**src/rtl/trace_pkg.sv**
```systemverilog
// Shared constants and entry-width helper for the commit trace buffer.
// Optional feature macro: TRACE_TIMESTAMP_EN (adds a cycle stamp to each stored entry).
package trace_pkg;

  localparam logic [31:0] ECALL_INSTR    = 32'h0000_0073;
  localparam logic [31:0] JAL_SELF_INSTR = 32'h0000_006f;

  localparam logic ST_RUN    = 1'b0;
  localparam logic ST_HALTED = 1'b1;

`ifdef TRACE_TIMESTAMP_EN
  localparam bit TS_EN = 1'b1;
`else
  localparam bit TS_EN = 1'b0;
`endif

  // Entry layout, MSB first: {pc, instr[, stamp]}.
  function automatic int unsigned entry_width(input int unsigned xlen,
                                              input int unsigned cycle_w);
    return xlen + 32 + (TS_EN ? cycle_w : 0);
  endfunction

endpackage

```
**src/rtl/trace_fifo_mem.sv**
```systemverilog
// DEPTH x WIDTH trace storage: synchronous write port and registered read port.
// A read and a write to the same address in one cycle return the old contents.
module trace_fifo_mem #(
  parameter int unsigned DEPTH = 16,
  parameter int unsigned WIDTH = 64,
  parameter int unsigned AW    = 4
) (
  input  logic             clk,
  input  logic             reset,
  input  logic             we,
  input  logic [AW-1:0]    waddr,
  input  logic [WIDTH-1:0] wdata,
  input  logic             re,
  input  logic [AW-1:0]    raddr,
  output logic [WIDTH-1:0] rdata
);

  logic [WIDTH-1:0] mem [DEPTH];

  always_ff @(posedge clk) begin
    if (we) mem[waddr] <= wdata;
  end

  always_ff @(posedge clk or negedge reset) begin
    if (!reset) begin
      rdata <= '0;
    end else if (re) begin
      rdata <= mem[raddr];
    end
  end

endmodule

```
**src/rtl/commit_trace_buffer.sv**
```systemverilog
// Commit monitor: records retired (pc, instr) pairs, detects program end, pop-style readout.
// Optional feature macro: TRACE_TIMESTAMP_EN (per-entry cycle stamp returned on rd_cycle).
module commit_trace_buffer
  import trace_pkg::*;
#(
  parameter int unsigned XLEN         = 32,
  parameter int unsigned DEPTH        = 16,
  parameter int unsigned CYCLE_W      = 32,
  parameter int unsigned STOP_ON_FULL = 0
) (
  input  logic                     clk,
  input  logic                     reset,
  input  logic                     clear,
  input  logic                     commit_valid,
  input  logic [XLEN-1:0]          commit_pc,
  input  logic [31:0]              commit_instr,
  input  logic                     rd_en,
  output logic                     rd_valid,
  output logic [XLEN-1:0]          rd_pc,
  output logic [31:0]              rd_instr,
  output logic [CYCLE_W-1:0]       rd_cycle,
  output logic [$clog2(DEPTH):0]   count,
  output logic                     full,
  output logic                     empty,
  output logic                     overflow,
  output logic                     halted,
  output logic [CYCLE_W-1:0]       cycle_count
);

  localparam int unsigned AW = $clog2(DEPTH);
  localparam int unsigned CW = AW + 1;
  localparam int unsigned EW = entry_width(XLEN, CYCLE_W);

  logic               state_q, state_d;
  logic [AW-1:0]      wr_ptr_q, wr_ptr_d, rd_ptr_q, rd_ptr_d;
  logic [CW-1:0]      count_q, count_d;
  logic               overflow_q, overflow_d;
  logic               rd_valid_q, rd_valid_d;
  logic [CYCLE_W-1:0] cycle_q, cycle_d;

  logic push_req, pop, is_full, push, lose, ring_adv, halt_hit;
  logic [EW-1:0] wdata, rdata;

  assign is_full  = (count_q == CW'(DEPTH));
  assign push_req = (state_q == ST_RUN) && commit_valid;
  assign pop      = rd_en && (count_q != '0);
  // A simultaneous pop frees the slot, so only an unpaired push into a full buffer loses data.
  assign lose     = push_req && is_full && !pop;
  assign push     = push_req && !(lose && (STOP_ON_FULL != 0));
  assign ring_adv = lose && (STOP_ON_FULL == 0);
  assign halt_hit = push_req &&
                    ((commit_instr == ECALL_INSTR) || (commit_instr == JAL_SELF_INSTR));

  always_comb begin
    state_d    = state_q;
    wr_ptr_d   = wr_ptr_q;
    rd_ptr_d   = rd_ptr_q;
    count_d    = count_q;
    overflow_d = overflow_q;
    rd_valid_d = 1'b0;
    cycle_d    = cycle_q;
    if (clear) begin
      state_d    = ST_RUN;
      wr_ptr_d   = '0;
      rd_ptr_d   = '0;
      count_d    = '0;
      overflow_d = 1'b0;
      cycle_d    = '0;
    end else begin
      if (push) wr_ptr_d = wr_ptr_q + AW'(1);
      if (pop || ring_adv) rd_ptr_d = rd_ptr_q + AW'(1);
      if (push && !pop && !is_full) begin
        count_d = count_q + CW'(1);
      end else if (pop && !push) begin
        count_d = count_q - CW'(1);
      end
      if (lose) overflow_d = 1'b1;
      if (halt_hit) state_d = ST_HALTED;
      rd_valid_d = pop;
      if ((state_q == ST_RUN) && (cycle_q != '1)) cycle_d = cycle_q + CYCLE_W'(1);
    end
  end

  always_ff @(posedge clk or negedge reset) begin
    if (!reset) begin
      state_q    <= ST_RUN;
      wr_ptr_q   <= '0;
      rd_ptr_q   <= '0;
      count_q    <= '0;
      overflow_q <= 1'b0;
      rd_valid_q <= 1'b0;
      cycle_q    <= '0;
    end else begin
      state_q    <= state_d;
      wr_ptr_q   <= wr_ptr_d;
      rd_ptr_q   <= rd_ptr_d;
      count_q    <= count_d;
      overflow_q <= overflow_d;
      rd_valid_q <= rd_valid_d;
      cycle_q    <= cycle_d;
    end
  end

`ifdef TRACE_TIMESTAMP_EN
  assign wdata    = {commit_pc, commit_instr, cycle_q};
  assign rd_pc    = rdata[EW-1 -: XLEN];
  assign rd_instr = rdata[CYCLE_W +: 32];
  assign rd_cycle = rdata[CYCLE_W-1:0];
`else
  assign wdata    = {commit_pc, commit_instr};
  assign rd_pc    = rdata[EW-1 -: XLEN];
  assign rd_instr = rdata[31:0];
  assign rd_cycle = '0;
`endif

  trace_fifo_mem #(
    .DEPTH (DEPTH),
    .WIDTH (EW),
    .AW    (AW)
  ) u_mem (
    .clk   (clk),
    .reset (reset),
    .we    (push && !clear),
    .waddr (wr_ptr_q),
    .wdata (wdata),
    .re    (pop && !clear),
    .raddr (rd_ptr_q),
    .rdata (rdata)
  );

  assign rd_valid    = rd_valid_q;
  assign count       = count_q;
  assign full        = is_full;
  assign empty       = (count_q == '0);
  assign overflow    = overflow_q;
  assign halted      = (state_q == ST_HALTED);
  assign cycle_count = cycle_q;

endmodule

```
**config.mk**
```make
export PLATFORM = sky130hd
export DESIGN_NAME = commit_trace_buffer
export DESIGN_NICKNAME = d
export VERILOG_FILES = /design/src/rtl/trace_pkg.sv /design/src/rtl/trace_fifo_mem.sv /design/src/rtl/commit_trace_buffer.sv
export SDC_FILE = /design/constraint.sdc
export NUM_CORES = 1
export LEC_CHECK = 0
export BUFFER_PORTS_ARGS = -buffer_cell sky130_fd_sc_hd__buf_2
export CORE_MARGIN = 1.5
export CORE_UTILIZATION = 59
export DETAILED_ROUTE_END_ITERATION = 8
export PLACE_DENSITY = 0.77
export RECOVER_POWER = 25
export SETUP_SLACK_MARGIN = 0.05
export SLEW_MARGIN = 30
export SYNTH_ARGS = -nofsm -noshare
export SYNTH_HDL_FRONTEND = slang
export SYNTH_SLANG_ARGS = --single-unit
```
**constraint.sdc**
```tcl
create_clock -name clk -period 8.4 [get_ports clk]
set_clock_uncertainty 0.05 [all_clocks]
set_input_delay 0.84 -clock clk [delete_from_list [all_inputs] [get_ports clk]]
set_output_delay 0.84 -clock clk [all_outputs]
set_load 0.05 [all_outputs]
```
# Word level (Yosys, flattened, before mapping)
# Memory sizes are Yosys's and may differ from the RTL's. A register that Yosys moved wholly into a read port is not among the register bits.
# Index checks and enable logic that the tools add are counted.
# word_totals
output_inout_bits,138
mem_bits_rw,1024
inputBits,69
elab_cells,60
n_memories,1
regBits,48
# memory_table
memory,depth,word_bits,rd,rd_ports_with_merged_regs,wr,line_no,rtl
u_mem.mem,16,64,1,1,1,trace_fifo_mem.sv:18,logic [WIDTH-1:0] mem [DEPTH];
# op_classes
muxes,16
n_reduce_logical,26
n_eq_ne,4
addsub,5
bitwise_logic,1
# ops
cell,n
$eq 32x7->1 const B,2
$mux 32,2
$add 32x1->32 const B,1
$ne 32x32->1 const B,1
$mux 4,4
$mux 5,3
$logic_and 1x1->1,11
$reduce_bool 2->1,5
$add 4x1->4 const B,2
$mux 1,7
$add 5x1->5 const B,1
$eq 5x5->1 const B,1
$logic_not 1->1,5
$logic_not 5->1,1
$reduce_bool 5->1,1
$sub 5x1->5 const B,1
$reduce_bool 3->1,1
$logic_or 1x1->1,2
$not 1->1,1

# Depth between registers and ports, before layout
# logic_depth
ltp_word,7
ltp_mapped,9
depth_no_buf,9

# By module
# Synthesis repeated with hierarchy kept, for this count alone.
# unflattened
cells_unflattened,2051
area_unflattened_um2,44077.3
# by_module_without_submodules
module,instances,area_each_um2,cells_per_inst,seq_area_each_um2
trace_fifo_mem,1,41061.9,1726,32351.0
commit_trace_buffer,1,3015.4,325,1201.2

# Least setup slack after synthesis
# No wires, ideal clock.
# synth_path
path_kind,in2reg
startpoint,input commit_valid
endpoint,memory u_mem.mem[11][0] (enable)
slack_ps,2291
n_path_buf,1
stages,3
setup_ps,565
required_time_ps,7785
t_arrival_ps,5495
cell_sequence,nand2b_1 > clkbuf_1 > nor3_1
# synth_between
elab_chain_cells,4
# synth_lines
item,line_no,rtl
from (decl),commit_trace_buffer.sv:14,"input logic commit_valid,"
$logic_and 1x1->1,commit_trace_buffer.sv:45,assign push_req = (state_q == ST_RUN) && commit_valid;
$logic_and 1x1->1,commit_trace_buffer.sv:123,".we (push && !clear),"
$mux 1,trace_fifo_mem.sv:21,if (we) mem[waddr] <= wdata;
$mux 1 (not written as such),trace_fifo_mem.sv:21,
to (decl),trace_fifo_mem.sv:18,
# No other way between the ends.

==> results_dict.tcl <==
set metrics [dict create \
    clk-insertion-delay-late_ns 0.67 \
    layout-drive-gt1-share_pct 25.9 \
    seq_power_share_pct 44.3 \
    synth-edff-count 1024 \
    postSynthCellCount 2133 \
    global_route_wire_length_before_repair_mm 148 \
    worst_slack_ns 4.68 \
    drtIter0Drc 2652 \
    layoutNonFillerInstCount 3408 \
    design.final.nets 2424 \
    worst_pin_slew_ns 2.32 \
    place_worst_setup_slack_ns 4.54 \
    die-height_um 276 \
    cell_types_with_the_largest_area_share_after_synthesis "edfxtp_1, mux4_2, dfrtp_1" \
    starting_density_of_the_core_pct 59.4 \
    req_time_crit_path_ns 8.85 \
    synth_most_common_cell "edfxtp_1" \
    cap_viol_max_count 1 \
    synth_top_cells_by_count "edfxtp_1, mux4_2, mux2i_1" \
    cts.repair_timing.setup_buffer_count 0 \
    share_comb_of_total_power_pct 21.8 \
    post_synth_num_cell_types 63 \
    largest_net_degree_at_the_start_of_global_routing 96 \
    result_of_the_run "finished with violations" \
    synth.yosys.seq_area_share_pct 76.1 \
    cts-resized-gates 0 \
    cts_buffers 111 \
    totalWireLength_mm 100 \
    floorplan.die.width_um 276 \
    cp-start-kind "flip-flop" \
    fmax_ghz 0.269 \
    ir_drop_v 0.000248 \
    timing.setup.tns_ns 0 \
    failed_checks "capacitance limit, slew limit" \
    yosys_register_bits 1136 \
    syn-cell-area_um2 44100 \
    minimum_clock_period_ns 3.72 \
    cellInternalPower_mw 10.7 \
    top_area_cell_type_share_of_the_netlist_area_pct 69.7 \
    power-per-cell-area_nw_per_um2 299 \
    globalRoute.totalOverflow 0 \
    remaining_max_slew_budget_at_the_tightest_pin_pct -54.9 \
    ant_nets 0 \
    grt_pass1_vias 22671 \
    number_of_iterations_in_the_first_detailed_routing_pass 5 \
    worstHoldPathType "reg2reg" \
    clockRootBuffer "clkbuf_16" \
    track_usage_pct 26.5 \
    postCtsHoldBufs 0 \
    cts.sink_count 1136 \
    detailedPlacementHpwl_mm 50.4 \
    cts-htree-levels 3 \
    report.final.slew_viol_count 25 \
    io_buffers 174 \
    synthDominantAreaCellType "edfxtp_1" \
    power_leakage_nw 16.3 \
    synthFlopType "edfxtp_1" \
    worst_path_max_fanout 95 \
    placed_cells 3200 \
    clkTransAtPathRegs_ns 0.06 \
    rsz0062_at_grt "false" \
    rows 100 \
    data_arrival_at_the_endpoint_of_the_critical_path_ns 4.17 \
    synth.yosys.warnings 0 \
    share_clk_of_total_power_pct 33.9 \
    ctsLongestPathBuffers 3 \
    routed_via_density 6.54 \
    via_count 22281 \
    setup.worst_path.class "reg2reg" \
    timing.critical_path.to_type "flip-flop" \
    finalPower_mw 14.9 \
    area_growth_syn_to_layout_pct 12.7 \
    residual_drc_count 0 \
    post_synth.cell_area_avg_um2 20.7 \
    final_area_um2 49700 \
    tritoncts "built" \
    finalHoldViolCount 0 \
    detailed_place.area_um2 46000 \
    p_sw_share_pct 28.0 \
    number_of_antenna_violations_at_the_first_check_in_global_routing 11 \
    power.switching_mw 4.16 \
    dieArea_um2 76400 \
    finalCritPeriodShare_pct 44.3 \
    io_pins 207 \
    wl_per_cell_um 29.4 \
    place_congestion 0.810 \
    finalSetupViolations 0 \
    synthArstFlopShare_pct 9.86 \
    core-area_um2 74200 \
]
## sequential cells by signal, indices dropped and copies added, names as in the netlist
| register | flops |
|---|---|
| halted | 1 |
| count | 5 |
| cycle_count | 32 |
| wr_ptr_q | 4 |
| overflow | 1 |
| u_mem.rdata | 64 |
| rd_ptr_q | 4 |
| rd_valid | 1 |
| u_mem.mem | 1024 |
## metal layers
metal | GRT usage, % | share of wire (%) | vias up
met5 | 0 | 0.067 | -
met4 | 7.55 | 2.2 | 12
met3 | 6.02 | 9.2 | 192
met2 | 42.9 | 50 | 1285
met1 | 36.8 | 39 | 11647
li1 | - | - | 9145
## area by class of cell
type                            count  area (um2)
Inverter                           12        45.0
Antenna cell                        4        10.0
Multi-Input combinational cell    872        9930
Clock inverter                     64         718
Clock buffer                      140        3010
Sequential cell                  1136       33600
Timing Repair Buffer              211        1230
Tap cell                          969        1210
Fill cell                        4552       24500
## worst paths after layout
kind | start | end | slack (ns) | cells past startpoint
hold / removal | u_mem.rdata[8] | u_mem.rdata[8] | 0.42 | 1
hold reg to reg | u_mem.rdata[8] | u_mem.rdata[8] | 0.42 | 1
setup reg to reg | rd_ptr_q[1] | u_mem.rdata[19] | 4.68 | 6
min in group asynchronous | reset | count[1] | 0.82 | 1
max in group asynchronous | reset | u_mem.rdata[23] | 5.87 | 2
setup / recovery | rd_ptr_q[1] | u_mem.rdata[19] | 4.68 | 6
## stage by stage
| step | util (%) | hold slack (ns) |
|---|---|---|
| 2_1_floorplan | - | 0.494 |
| 3_5_place_dp | 62.0 | 0.412 |
| 6_report | 67.0 | 0.421 |
| 3_3_place_gp | 61.8 | 0.403 |
| 4_1_cts | 67.1 | 0.00876 |
| 5_1_grt | 67.0 | 0.445 |
## cells in the final DEF (no fill, tap or decap), drive strengths merged, types with 4 or more instances in the layout
cell type,synthesis,layout
nand4,10,10
clkinv,0,42
mux2,17,17
nand2,59,59
a21oi,30,30
xnor2,9,9
o221ai,11,11
conb,1,32
edfxtp,1024,1024
ha,10,10
nor2b,24,24
mux4,236,236
o21ai,36,36
or4,9,9
mux2i,137,137
nand3,12,12
clkbuf,51,181
nor3,14,14
inv,12,18
o22ai,64,64
nor2,29,29
diode,0,4
or3,19,19
bufinv,0,13
dfrtp,112,112
buf,93,170
and2,13,13
a21o,47,47
o31ai,17,17
nor4,8,8
## power groups by stage
| stage | clock network (mW) | logic [mW] | registers (mW) |
|---|---|---|---|
| 6_report | 5.04 | 3.24 | 6.59 |
| 5_1_grt | 5.30 | 3.44 | 6.62 |
| 4_1_cts | 5.09 | 3.27 | 6.59 |
| 3_5_place_dp | 0 | 3.23 | 6.71 |
| 3_3_place_gp | 0 | 3.15 | 6.70 |
| 2_1_floorplan | 0 | 2.05 | 7.13 |
## kinds of logic (layout without fill, tap and decap cells)
kind of cell / Yosys count / in the layout / synth area share [%]
fa+ha+maj: 11 / 11 / 0.329
other cells: 1 / 36 / 0.00850
simple gates: 212 / 212 / 2.69
flops: 1136 / 1136 / 76.1
compound gates: 215 / 215 / 3.24
xor+xnor: 12 / 12 / 0.238
mux: 390 / 390 / 15.6
buf+inv: 156 / 427 / 1.80
## worst max-delay path, cell delays in order (launching register included)
cell and delay (ns):
dfrtp_4 1.02, buf_12 0.47, buf_16 0.44, nand2b_1 0.46, o22ai_1 0.18, o31ai_1 0.59
o21ai_0 0.16
Note: power is estimated with default switching activity, not from simulation.
